--- config.mk ---
export PLATFORM = sky130hd
export DESIGN_NAME = bus_arbiter_reg
export DESIGN_NICKNAME = d
export VERILOG_FILES = /design/src/rtl/bus_pkg.sv /design/src/rtl/onehot_prio_enc.sv /design/src/rtl/bus_arbiter_reg.sv
export SDC_FILE = /design/constraint.sdc
export NUM_CORES = 1
export LEC_CHECK = 0
export ABC_CLOCK_PERIOD_IN_PS = 5500
export BUFFER_PORTS_ARGS = -buffer_cell sky130_fd_sc_hd__buf_2
export CORE_AREA = 10 10 318 320
export DETAILED_ROUTE_END_ITERATION = 10
export DIE_AREA = 0 0 328 330
export PLACE_DENSITY = 0.38
export SETUP_SLACK_MARGIN = 0.2
export SLEW_MARGIN = 20
export SYNTH_ARGS = -nofsm -noshare
export SYNTH_HDL_FRONTEND = slang
export SYNTH_SLANG_ARGS = --single-unit
--- constraint.sdc ---
create_clock -name clock -period 5.5 [get_ports clock]
set_input_delay 0.275 -clock clock [delete_from_list [all_inputs] [get_ports clock]]
set_output_delay 0.275 -clock clock [all_outputs]
set_load 0.005 [all_outputs]
--- src/rtl/bus_pkg.sv ---
// rtl/bus_pkg.sv - shared defaults and source-index map for the registered datapath bus
package bus_pkg;

  localparam int BUS_WIDTH      = 32;
  localparam int BUS_N_SRC      = 24;
  localparam int CONFLICT_CNT_W = 8;

  // Source slot map; slot 23 is spare and must be tied off by the integrator
  localparam int SRC_R0     = 0;
  localparam int SRC_R1     = 1;
  localparam int SRC_R2     = 2;
  localparam int SRC_R3     = 3;
  localparam int SRC_R4     = 4;
  localparam int SRC_R5     = 5;
  localparam int SRC_R6     = 6;
  localparam int SRC_R7     = 7;
  localparam int SRC_R8     = 8;
  localparam int SRC_R9     = 9;
  localparam int SRC_R10    = 10;
  localparam int SRC_R11    = 11;
  localparam int SRC_R12    = 12;
  localparam int SRC_R13    = 13;
  localparam int SRC_R14    = 14;
  localparam int SRC_R15    = 15;
  localparam int SRC_HI     = 16;
  localparam int SRC_LO     = 17;
  localparam int SRC_ZHI    = 18;
  localparam int SRC_ZLO    = 19;
  localparam int SRC_PC     = 20;
  localparam int SRC_MDR    = 21;
  localparam int SRC_INPORT = 22;

  localparam logic [CONFLICT_CNT_W-1:0] CONFLICT_CNT_MAX = '1;

endpackage

--- src/rtl/onehot_prio_enc.sv ---
// rtl/onehot_prio_enc.sv - lowest-index priority encoder with any/multi-hot flags
module onehot_prio_enc #(
  parameter  int N_SRC = 24,
  localparam int SEL_W = $clog2(N_SRC)
) (
  input  logic [N_SRC-1:0] en,
  output logic [SEL_W-1:0] index,
  output logic             any,
  output logic             multi
);

  // Scan from the top down so the lowest set index is the last write
  always_comb begin
    index = '0;
    for (int i = N_SRC - 1; i >= 0; i--) begin
      if (en[i]) index = SEL_W'(i);
    end
  end

  assign any   = |en;
  // Clearing the lowest set bit leaves something only when two or more were set
  assign multi = |(en & (en - N_SRC'(1)));

endmodule

--- src/rtl/bus_arbiter_reg.sv ---
// rtl/bus_arbiter_reg.sv - registered priority bus with conflict detection
// Optional saturating conflict counter enabled by BUS_CONFLICT_CNT_EN.
module bus_arbiter_reg
  import bus_pkg::*;
#(
  parameter  int N_SRC     = BUS_N_SRC,
  parameter  int WIDTH     = BUS_WIDTH,
  parameter  int HOLD_IDLE = 1,
  localparam int SEL_W     = $clog2(N_SRC)
) (
  input  logic                      clock,
  input  logic                      clear,
  input  logic [N_SRC-1:0]          src_out_en,
  input  logic [N_SRC*WIDTH-1:0]    src_data,
  input  logic                      err_clr,
  output logic [WIDTH-1:0]          bus_out,
  output logic                      bus_valid,
  output logic [SEL_W-1:0]          bus_src,
  output logic                      conflict,
  output logic                      conflict_sticky,
  output logic [CONFLICT_CNT_W-1:0] conflict_cnt
);

  logic [SEL_W-1:0] win_idx;
  logic             win_any;
  logic             win_multi;
  logic [WIDTH-1:0] words [N_SRC];

  onehot_prio_enc #(.N_SRC(N_SRC)) u_enc (
    .en    (src_out_en),
    .index (win_idx),
    .any   (win_any),
    .multi (win_multi)
  );

  for (genvar g = 0; g < N_SRC; g++) begin : g_words
    assign words[g] = src_data[g*WIDTH +: WIDTH];
  end

  always_ff @(posedge clock) begin
    if (!clear) begin
      bus_out   <= '0;
      bus_src   <= '0;
      bus_valid <= 1'b0;
      conflict  <= 1'b0;
    end else begin
      bus_valid <= win_any;
      conflict  <= win_multi;
      if (win_any) begin
        bus_out <= words[win_idx];
        bus_src <= win_idx;
      end else if (HOLD_IDLE == 0) begin
        bus_out <= '0;
        bus_src <= '0;
      end
    end
  end

  // A fresh conflict outranks a simultaneous clear so no event is lost
  always_ff @(posedge clock) begin
    if (!clear) begin
      conflict_sticky <= 1'b0;
    end else if (win_multi) begin
      conflict_sticky <= 1'b1;
    end else if (err_clr) begin
      conflict_sticky <= 1'b0;
    end
  end

`ifdef BUS_CONFLICT_CNT_EN
  always_ff @(posedge clock) begin
    if (!clear) begin
      conflict_cnt <= '0;
    end else if (err_clr) begin
      conflict_cnt <= win_multi ? CONFLICT_CNT_W'(1) : '0;
    end else if (win_multi && conflict_cnt != CONFLICT_CNT_MAX) begin
      conflict_cnt <= conflict_cnt + CONFLICT_CNT_W'(1);
    end
  end
`else
  assign conflict_cnt = '0;
`endif

endmodule

==> impl_metrics.tcl, run 1 <==
set metrics [dict create \
    routed-via-count 14400 \
    cp-start-kind "input pin" \
    placed_cell_area_um2 14100 \
    cts_made_buffers 5 \
    worstPathMaxFanout 36 \
    finalCoreUtilization_pct 15.1 \
    fin_area_um2 14300 \
    start_util_pct 8.86 \
    crit_path_end_kind "flip-flop" \
    cp_data_arrival_time_ns 4.04 \
    r2r_cells 4 \
    fin_nets 2971 \
    yosys_register_bits 40 \
    ir_drop_uv 106 \
    grt_pass1_wl_mm 128 \
    yosysTopAreaCell "nand2_1" \
    synth_area_per_cell_um2 5.94 \
    drtPass1Iterations 7 \
    clock_latency_ns 0.34 \
    via_per_inst 4.16 \
    worstPathRequired_ns 5.70 \
    die_h_um 330 \
    path_clk_slew_ns 0.09 \
    ant_nets 0 \
    drtIter0Drc 947 \
    powerDensity_nw_per_um2 125 \
    yosys_warnings 0 \
    fmax_ghz 0.260 \
    synth_edf_count 0 \
    status "finished clean" \
    post-route-min-period_ns 3.85 \
    fp.dieW_um 328 \
    drc 0 \
    cts_tree "done" \
    dieArea_um2 108000 \
    drv_cap 0 \
    syn_area_um2 8380 \
    final_cell_mix "buf_2, nand2_1, nand3_1" \
    synth.distinct_cells 60 \
    fp-row-count 113 \
    wl_per_cell_um 28.5 \
    overflow 0 \
    grt_pass1_vias 15000 \
    holdBufCountCts 0 \
    fin_tns_setup_ns 0 \
    cts-resized-gates 0 \
    core-area_um2 94600 \
    synth_area_leaders "nand2_1, dfxtp_1, nand3_1" \
    grt_max_degree 98 \
    drv_slew 0 \
    drt-total-wl_mm 98.2 \
    worst_pin_slew_ns 1.07 \
    antenna_found_initial 51 \
    min_period_over_period_pct 70.0 \
    hold_path.class "input pin to flip-flop" \
    htreeDepth 2 \
    cts_buffer_depth 2 \
    final_common_cell "buf_2" \
    clock_skew_ns 0 \
    worstSetupPathType "input pin to flip-flop" \
    p_leak_nw 6.66 \
    ioPinCount 843 \
    post_cts_buffers 0 \
    ys_seq_area_share_pct 9.56 \
    min_delay_path_depth 3 \
    yosysTopAreaCellShare_pct 24.2 \
    dpl.hpwl_mm 85.5 \
    total_power_w 0.00179 \
    yosys_most_used_dff "dfxtp_1" \
    grt_usage_pct 17.0 \
    finalSetupViolCount 0 \
    drive_gt1_share_pct 43.7 \
    port_buffers 834 \
    root_buffer "clkbuf_16" \
    async_flop_share_pct 0 \
    hold_viol 0 \
    clock-sinks 40 \
    syn_inst 1410 \
    rsz0062_at_grt "no" \
    slew_headroom_pct 28.8 \
    gp_congestion 0.925 \
    syn_to_final_growth_pct 70.8 \
]
-- per-stage QoR --
step,hold WS (ns),std cells,setup WS (ns)
final,0.242,3451,1.65
after global routing,0.242,3445,1.43
after CTS,0.214,3442,1.59
after global placement,0.431,3433,1.20
after detailed placement,0.442,3434,1.21
after floorplan,0.450,1417,2.92
-- path summary, 6_finish.rpt --
| kind | start | end | slack (ns) |
|---|---|---|---|
| min | err_clr | conflict_sticky | 0.24 |
| max reg2reg | bus_out[24] | bus_out[24] | 3.90 |
| min reg2reg | bus_src[0] | bus_src[0] | 0.46 |
| max | src_out_en[5] | bus_out[0] | 1.65 |
-- area by class of cell --
class | count | area, um^2
fill | 11200 | 80300
multi-input combinational | 1238 | 7100
timing repair buffer | 885 | 4610
tap | 1265 | 1580
sequential | 40 | 801
clock buffer | 5 | 125
clock inverter | 3 | 46.3
inverter | 6 | 22.5
antenna | 9 | 22.5
-- kinds of logic after synthesis --
family,after synthesis,synth area share (%)
buf+inv,139,7.23
flops,40,9.56
compound gates,268,25.2
fa+ha+maj,4,0.493
other cells,1,0.0448
simple gates,853,44.5
mux,105,13.0
-- worst max-delay path, cell delays in order --
cell       delay, ns
buf_2           0.13
nor2_1          0.32
o31ai_1         0.20
a211oi_2        0.78
nand2_4         0.47
buf_4           0.42
a2111oi_0       0.48
nor4_1          0.13
a31oi_1         0.66
nand3_1         0.14
-- synth_stat cells, types with 3 or more instances --
library cell / n
clkbuf_1: 60
nand4_1: 40
a31oi_1: 72
dfxtp_1: 40
a31o_2: 4
nor2b_1: 33
a221o_1: 3
o211ai_1: 20
mux2i_1: 76
a311oi_1: 5
buf_4: 9
nor2_1: 37
a211oi_1: 13
o22ai_1: 3
a2111oi_0: 11
maj3_1: 3
nand2_1: 540
o21ai_0: 11
a32o_1: 5
a21oi_1: 8
inv_1: 6
buf_1: 24
nand3_1: 154
a32oi_1: 74
and2_1: 3
mux2_2: 29
buf_2: 40
nor3b_1: 4
nor4_1: 8
o2111ai_1: 13
and3_1: 13
nor3_1: 10
-- layer usage --
| metal | GRT usage (%) | part of all wire, % | vias up | routed length [um] |
|---|---|---|---|---|
| li1 | - | - | 6683 | - |
| met1 | 20.0 | 40 | 6830 | 39300 |
| met2 | 30.9 | 50 | 705 | 49300 |
| met3 | 4.74 | 7.9 | 110 | 7770 |
| met4 | 2.43 | 1.7 | 32 | 1670 |
| met5 | 0 | 0.20 | - | 196 |
-- report_power, final --
part           switching [W]  internal, W
Sequential         0.0000285     0.000316
Clock               0.000203     0.000218
Combinational       0.000603     0.000424
Total               0.000834     0.000958
-- state kept, by name (all words and copies together), names as in the netlist --
register,count
conflict_sticky,1
bus_valid,1
bus_src,5
bus_out,32
conflict,1
No activity file was read; power rests on OpenSTA's default activity.
==> run 2, diff against run 1 <==
--- a/config.mk
+++ b/config.mk
@@ -5,7 +5,7 @@
 export SDC_FILE = /design/constraint.sdc
 export NUM_CORES = 1
 export LEC_CHECK = 0
-export ABC_CLOCK_PERIOD_IN_PS = 5500
+export ABC_CLOCK_PERIOD_IN_PS = 3600
 export BUFFER_PORTS_ARGS = -buffer_cell sky130_fd_sc_hd__buf_2
 export CORE_AREA = 10 10 318 320
 export DETAILED_ROUTE_END_ITERATION = 10
==> constraint.sdc (replaced) <==
create_clock -name clock -period 3.6 [get_ports clock]
set_input_delay 0.18 -clock clock [delete_from_list [all_inputs] [get_ports clock]]
set_output_delay 0.18 -clock clock [all_outputs]
set_load 0.005 [all_outputs]
==> impl_metrics.tcl, run 2 (synthesis gave the netlist of run 1 again) <==
set metrics [dict create \
    status "finished clean" \
    post-place-ws_ns -0.164 \
    post-route-min-period_ns 3.11 \
    routed-via-count 14600 \
    fin_nets 3030 \
    rsz0062_at_grt "no" \
    drv_cap 0 \
    largest_register "bus_out" \
    fmax_ghz 0.322 \
    hold_path.class "input pin to flip-flop" \
    clock_skew_ns 0 \
    cts_buffer_depth 2 \
    fp.dieW_um 328 \
    grt_usage_pct 17.2 \
    clock-sinks 40 \
    finalSetupViolCount 0 \
    worstPathMaxFanout 31 \
    drive_gt1_share_pct 45.3 \
    hold_viol 0 \
    grt_pass1_vias 15400 \
    root_buffer "clkbuf_16" \
    topRoutingLayerUsed "met5" \
    drt-total-wl_mm 98.8 \
    grt_pass1_wl_mm 130 \
    die_h_um 330 \
    overflow 0 \
    drv_slew 0 \
    dpl.hpwl_mm 86.3 \
    core-area_um2 94600 \
    cp-start-kind "input pin" \
    port_buffers 834 \
    reg_top3 "bus_out: 32 flops, bus_src: 5 flops" \
    syn_to_final_growth_pct 77.7 \
    p_leak_nw 6.98 \
    dp_cells 3493 \
    ant_nets 0 \
    ioPinCount 843 \
    fp-row-count 113 \
    clock_latency_ns 0.34 \
    wl_per_cell_um 28.1 \
    cp_data_arrival_time_ns 3.31 \
    crit_path_end_kind "flip-flop" \
    via_per_inst 4.17 \
    m1WireLength_mm 40.1 \
    cts_made_buffers 5 \
    htreeDepth 2 \
    dr_wl_met2_mm 50.4 \
    final_cell_mix "buf_2, nand2_1, nand3_1" \
    min_period_over_period_pct 86.3 \
    start_util_pct 8.86 \
    cts_tree "done" \
    path_cells "buf_2 > inv_1 > a2111oi_4 > a2bb2oi_2 > a21oi_1 > buf_4 > or2_2 > buf_12 > mux2_2 > o211ai_1 > nand4_1" \
    grt_max_degree 81 \
    final_common_cell "buf_2" \
    dieArea_um2 108000 \
    cp.buffers_inverters 4 \
    stdcell_count 3509 \
    slew_headroom_pct 35.7 \
    worst_pin_slew_ns 0.965 \
    powerDensity_nw_per_um2 191 \
    met3_length_mm 7.23 \
    antenna_found_initial 51 \
    finalWorstSetupSlack_ns 0.492 \
    largest_reg_flops 32 \
    gp_congestion 0.890 \
    max_stage_delay_ns 0.73 \
    drc 0 \
    drtIter0Drc 876 \
    ir_drop_uv 150 \
    path_delay_family "compound AO/OA/AOI/OAI gates" \
    worstSetupPathType "input pin to flip-flop" \
    slowest_stage "o211ai_1" \
    worstPathRequired_ns 3.80 \
    drtPass1Iterations 5 \
    path_clk_slew_ns 0.11 \
]
-- run 2: worst register-to-register path: stages, from the launching register on --
cell and delay (ns):
dfxtp_1 0.47, nor2_1 0.17, a311oi_1 0.59, o211ai_1 0.17
nand3_1 0.12
-- run 2: metal layers --
layer | vias up | global-route usage [%]
li1 | 6799 | -
met1 | 6965 | 20.6
met2 | 760 | 31.7
met3 | 98 | 4.04
met4 | 26 | 1.46
met5 | - | 0
-- run 2: worst paths after layout --
check	from	to	slack [ns]	depth (start not counted)
worst min-delay path	err_clr	conflict_sticky	0.15	3
worst min register to register	bus_out[0]	bus_out[0]	0.46	2
worst max-delay path	src_out_en[6]	bus_out[4]	0.49	11
worst max register to register	bus_out[31]	bus_out[31]	2.02	4
-- run 2: layout make-up --
class	count	area, um^2
Fill cell	11300	79700
Inverter	6	22.5
Timing Repair Buffer	944	5170
Clock inverter	3	46.3
Multi-Input combinational cell	1238	7110
Tap cell	1265	1580
Clock buffer	5	125
Sequential cell	40	801
Antenna cell	8	20.0
-- run 2: per-stage QoR --
step / total power, W / hold slack [ns] / area [um^2] / util (%) / setup TNS [ns]
3_3_place_gp: 0.00221 / 0.435 / 14700 / 15.5 / -0.327
3_5_place_dp: 0.00221 / 0.438 / 14700 / 15.5 / -0.169
2_1_floorplan: 0.00117 / 0.398 / 8400 / - / 0
4_1_cts: 0.00294 / 0.120 / 14900 / 15.7 / 0
6_report: 0.00284 / 0.151 / 14900 / 15.7 / 0
5_1_grt: 0.00306 / 0.149 / 14900 / 15.7 / 0
-- run 2: power by group --
group / leakage, nW / switching, W / internal [W]
Sequential: 0.333 / 0.0000385 / 0.000483
Combinational: 6.57 / 0.000939 / 0.000708
Clock: 0.0805 / 0.000334 / 0.000335
-- run 2: timing repair --
item / CTS / global route
setup buffers: 0 / 0
gates resized for setup: 0 / 1
endpoints found under the hold margin: 0 / 0
hold buffers: 0 / 0
endpoints found under the setup margin: 0 / 2
==> run 3, diff against run 2 <==
--- a/config.mk
+++ b/config.mk
@@ -11,6 +11,7 @@
 export DETAILED_ROUTE_END_ITERATION = 10
 export DIE_AREA = 0 0 328 330
 export PLACE_DENSITY = 0.38
+export REMOVE_ABC_BUFFERS = 1
 export SETUP_SLACK_MARGIN = 0.2
 export SLEW_MARGIN = 20
 export SYNTH_ARGS = -nofsm -noshare
==> impl_metrics.tcl, run 3 (synthesis gave the netlist of run 1 again) <==
set metrics [dict create \
    status "finished clean" \
    cts_tree "done" \
    drv_slew 0 \
    htreeDepth 2 \
    placed_cell_area_um2 14600 \
    hold_viol 0 \
    total_power_w 0.00280 \
    start_util_pct 8.86 \
    drv_cap 0 \
    cp-startpoint "src_out_en[19]" \
    worst_pin_slew_ns 0.914 \
    grt_pass1_vias 15200 \
    drt-total-wl_mm 95.5 \
    slew_headroom_pct 38.9 \
    fin_nets 3001 \
    largest_reg_flops 32 \
    post-route-min-period_ns 2.93 \
    r2r_cells 5 \
    p_leak_nw 6.90 \
    powerDensity_nw_per_um2 189 \
    dpl.hpwl_mm 81.4 \
    fp-row-count 113 \
    overflow 0 \
    die_h_um 330 \
    crit_path_end_kind "flip-flop" \
    antenna_found_initial 51 \
    final_common_cell "buf_2" \
    largest_register "bus_out" \
    drtIter0Drc 938 \
    worstPathRequired_ns 3.83 \
    min_period_over_period_pct 81.3 \
    clock-sinks 40 \
    wl_per_cell_um 27.4 \
    grt_max_degree 56 \
    port_buffers 834 \
    cts_made_buffers 5 \
    clock_skew_ns 0 \
    finalCoreUtilization_pct 15.7 \
    clock_latency_ns 0.33 \
    grt_pass1_wl_mm 124 \
    critPathCapture "bus_out[23]" \
    timing.rr.end "bus_out[21]" \
    dieArea_um2 108000 \
    power_frac_clock_pct 23.5 \
    final_cell_mix "buf_2, nand2_1, nand3_1" \
    ff2ff_setup_slack_ns 2.09 \
    pwr-share-seq_pct 18.5 \
    worstPathMaxFanout 12 \
    cp-start-kind "input pin" \
    ir_drop_uv 173 \
    gp_congestion 0.851 \
    ant_nets 0 \
    reg_top3 "bus_out: 32 flops, bus_src: 5 flops" \
    drive_gt1_share_pct 44.6 \
    r2r-start "bus_out[21]" \
    fin_tns_setup_ns 0 \
    swShare_pct 45.5 \
    ioPinCount 843 \
    grt_usage_pct 16.5 \
    path_clk_slew_ns 0.09 \
    drc 0 \
    via_per_inst 4.19 \
    worstSetupPathType "input pin to flip-flop" \
    comb_power_share_pct 57.9 \
    fin_hold_ws_ns 0.133 \
    fin_area_um2 14800 \
    switching_power_w 0.00127 \
    cp_data_arrival_time_ns 3.16 \
    holdBufCountCts 0 \
    routed-via-count 14600 \
    root_buffer "clkbuf_16" \
    rsz0062_at_grt "no" \
    cts-resized-gates 0 \
    fmax_ghz 0.342 \
    fp.dieW_um 328 \
    drtPass1Iterations 5 \
    core-area_um2 94600 \
    syn_to_final_growth_pct 76.9 \
    cellInternalPower_w 0.00152 \
    cts_buffer_depth 2 \
    finalSetupViolCount 0 \
    post_cts_buffers 0 \
    hold_path.class "input pin to flip-flop" \
]
[run 3: cell type report]
class	count	area (um^2)
Fill cell	11200	79800
Antenna cell	15	37.5
Multi-Input combinational cell	1238	7120
Clock inverter	3	42.5
Timing Repair Buffer	915	5080
Sequential cell	40	801
Tap cell	1265	1580
Inverter	6	22.5
Clock buffer	5	125
[run 3: power groups by stage]
stage	sequential, W	clock, W	combinational [W]
finish	0.000518	0.000658	0.00162
floorplan	0.000516	0	0.000707
global placement	0.000526	0	0.00164
global route	0.000521	0.000711	0.00176
detailed placement	0.000528	0	0.00163
CTS	0.000518	0.000718	0.00164
[run 3: how the worst min path moves through the flow]
stage | startpoint | endpoint | cells after the start
floorplan | clear | conflict_sticky | 1
global placement | bus_out[14] | bus_out[14] | 2
detailed placement | bus_out[29] | bus_out[29] | 2
CTS | err_clr | conflict_sticky | 3
global route | err_clr | conflict_sticky | 3
finish | err_clr | conflict_sticky | 3
[run 3: routing by layer]
metal / part of all wire (%) / vias to the layer above / wire length (um) / GRT usage, %
met5: 0.26 / - / 244 / 0
met4: 2.5 / 38 / 2360 / 3.89
met3: 8.4 / 154 / 8010 / 4.62
met2: 50 / 759 / 47700 / 29.7
met1: 39 / 6914 / 37100 / 18.9
li1: - / 6749 / - / -
[run 3: through the flow]
| step | instances | setup WS, ns |
|---|---|---|
| after global routing | 3475 | 0.530 |
| after CTS | 3472 | 0.701 |
| final | 3487 | 0.674 |
| after floorplan | 1284 | -10.33 |
| after global placement | 3464 | 0.310 |
| after detailed placement | 3464 | 0.314 |
[run 3: worst max-delay path: stages]
cell and delay (ns):
buf_2 0.13, or4_1 0.58, o2111ai_2 0.29, o211a_1 0.64, nand2_2 0.52, a221oi_1 0.35
a2111oi_0 0.12, or3_1 0.33
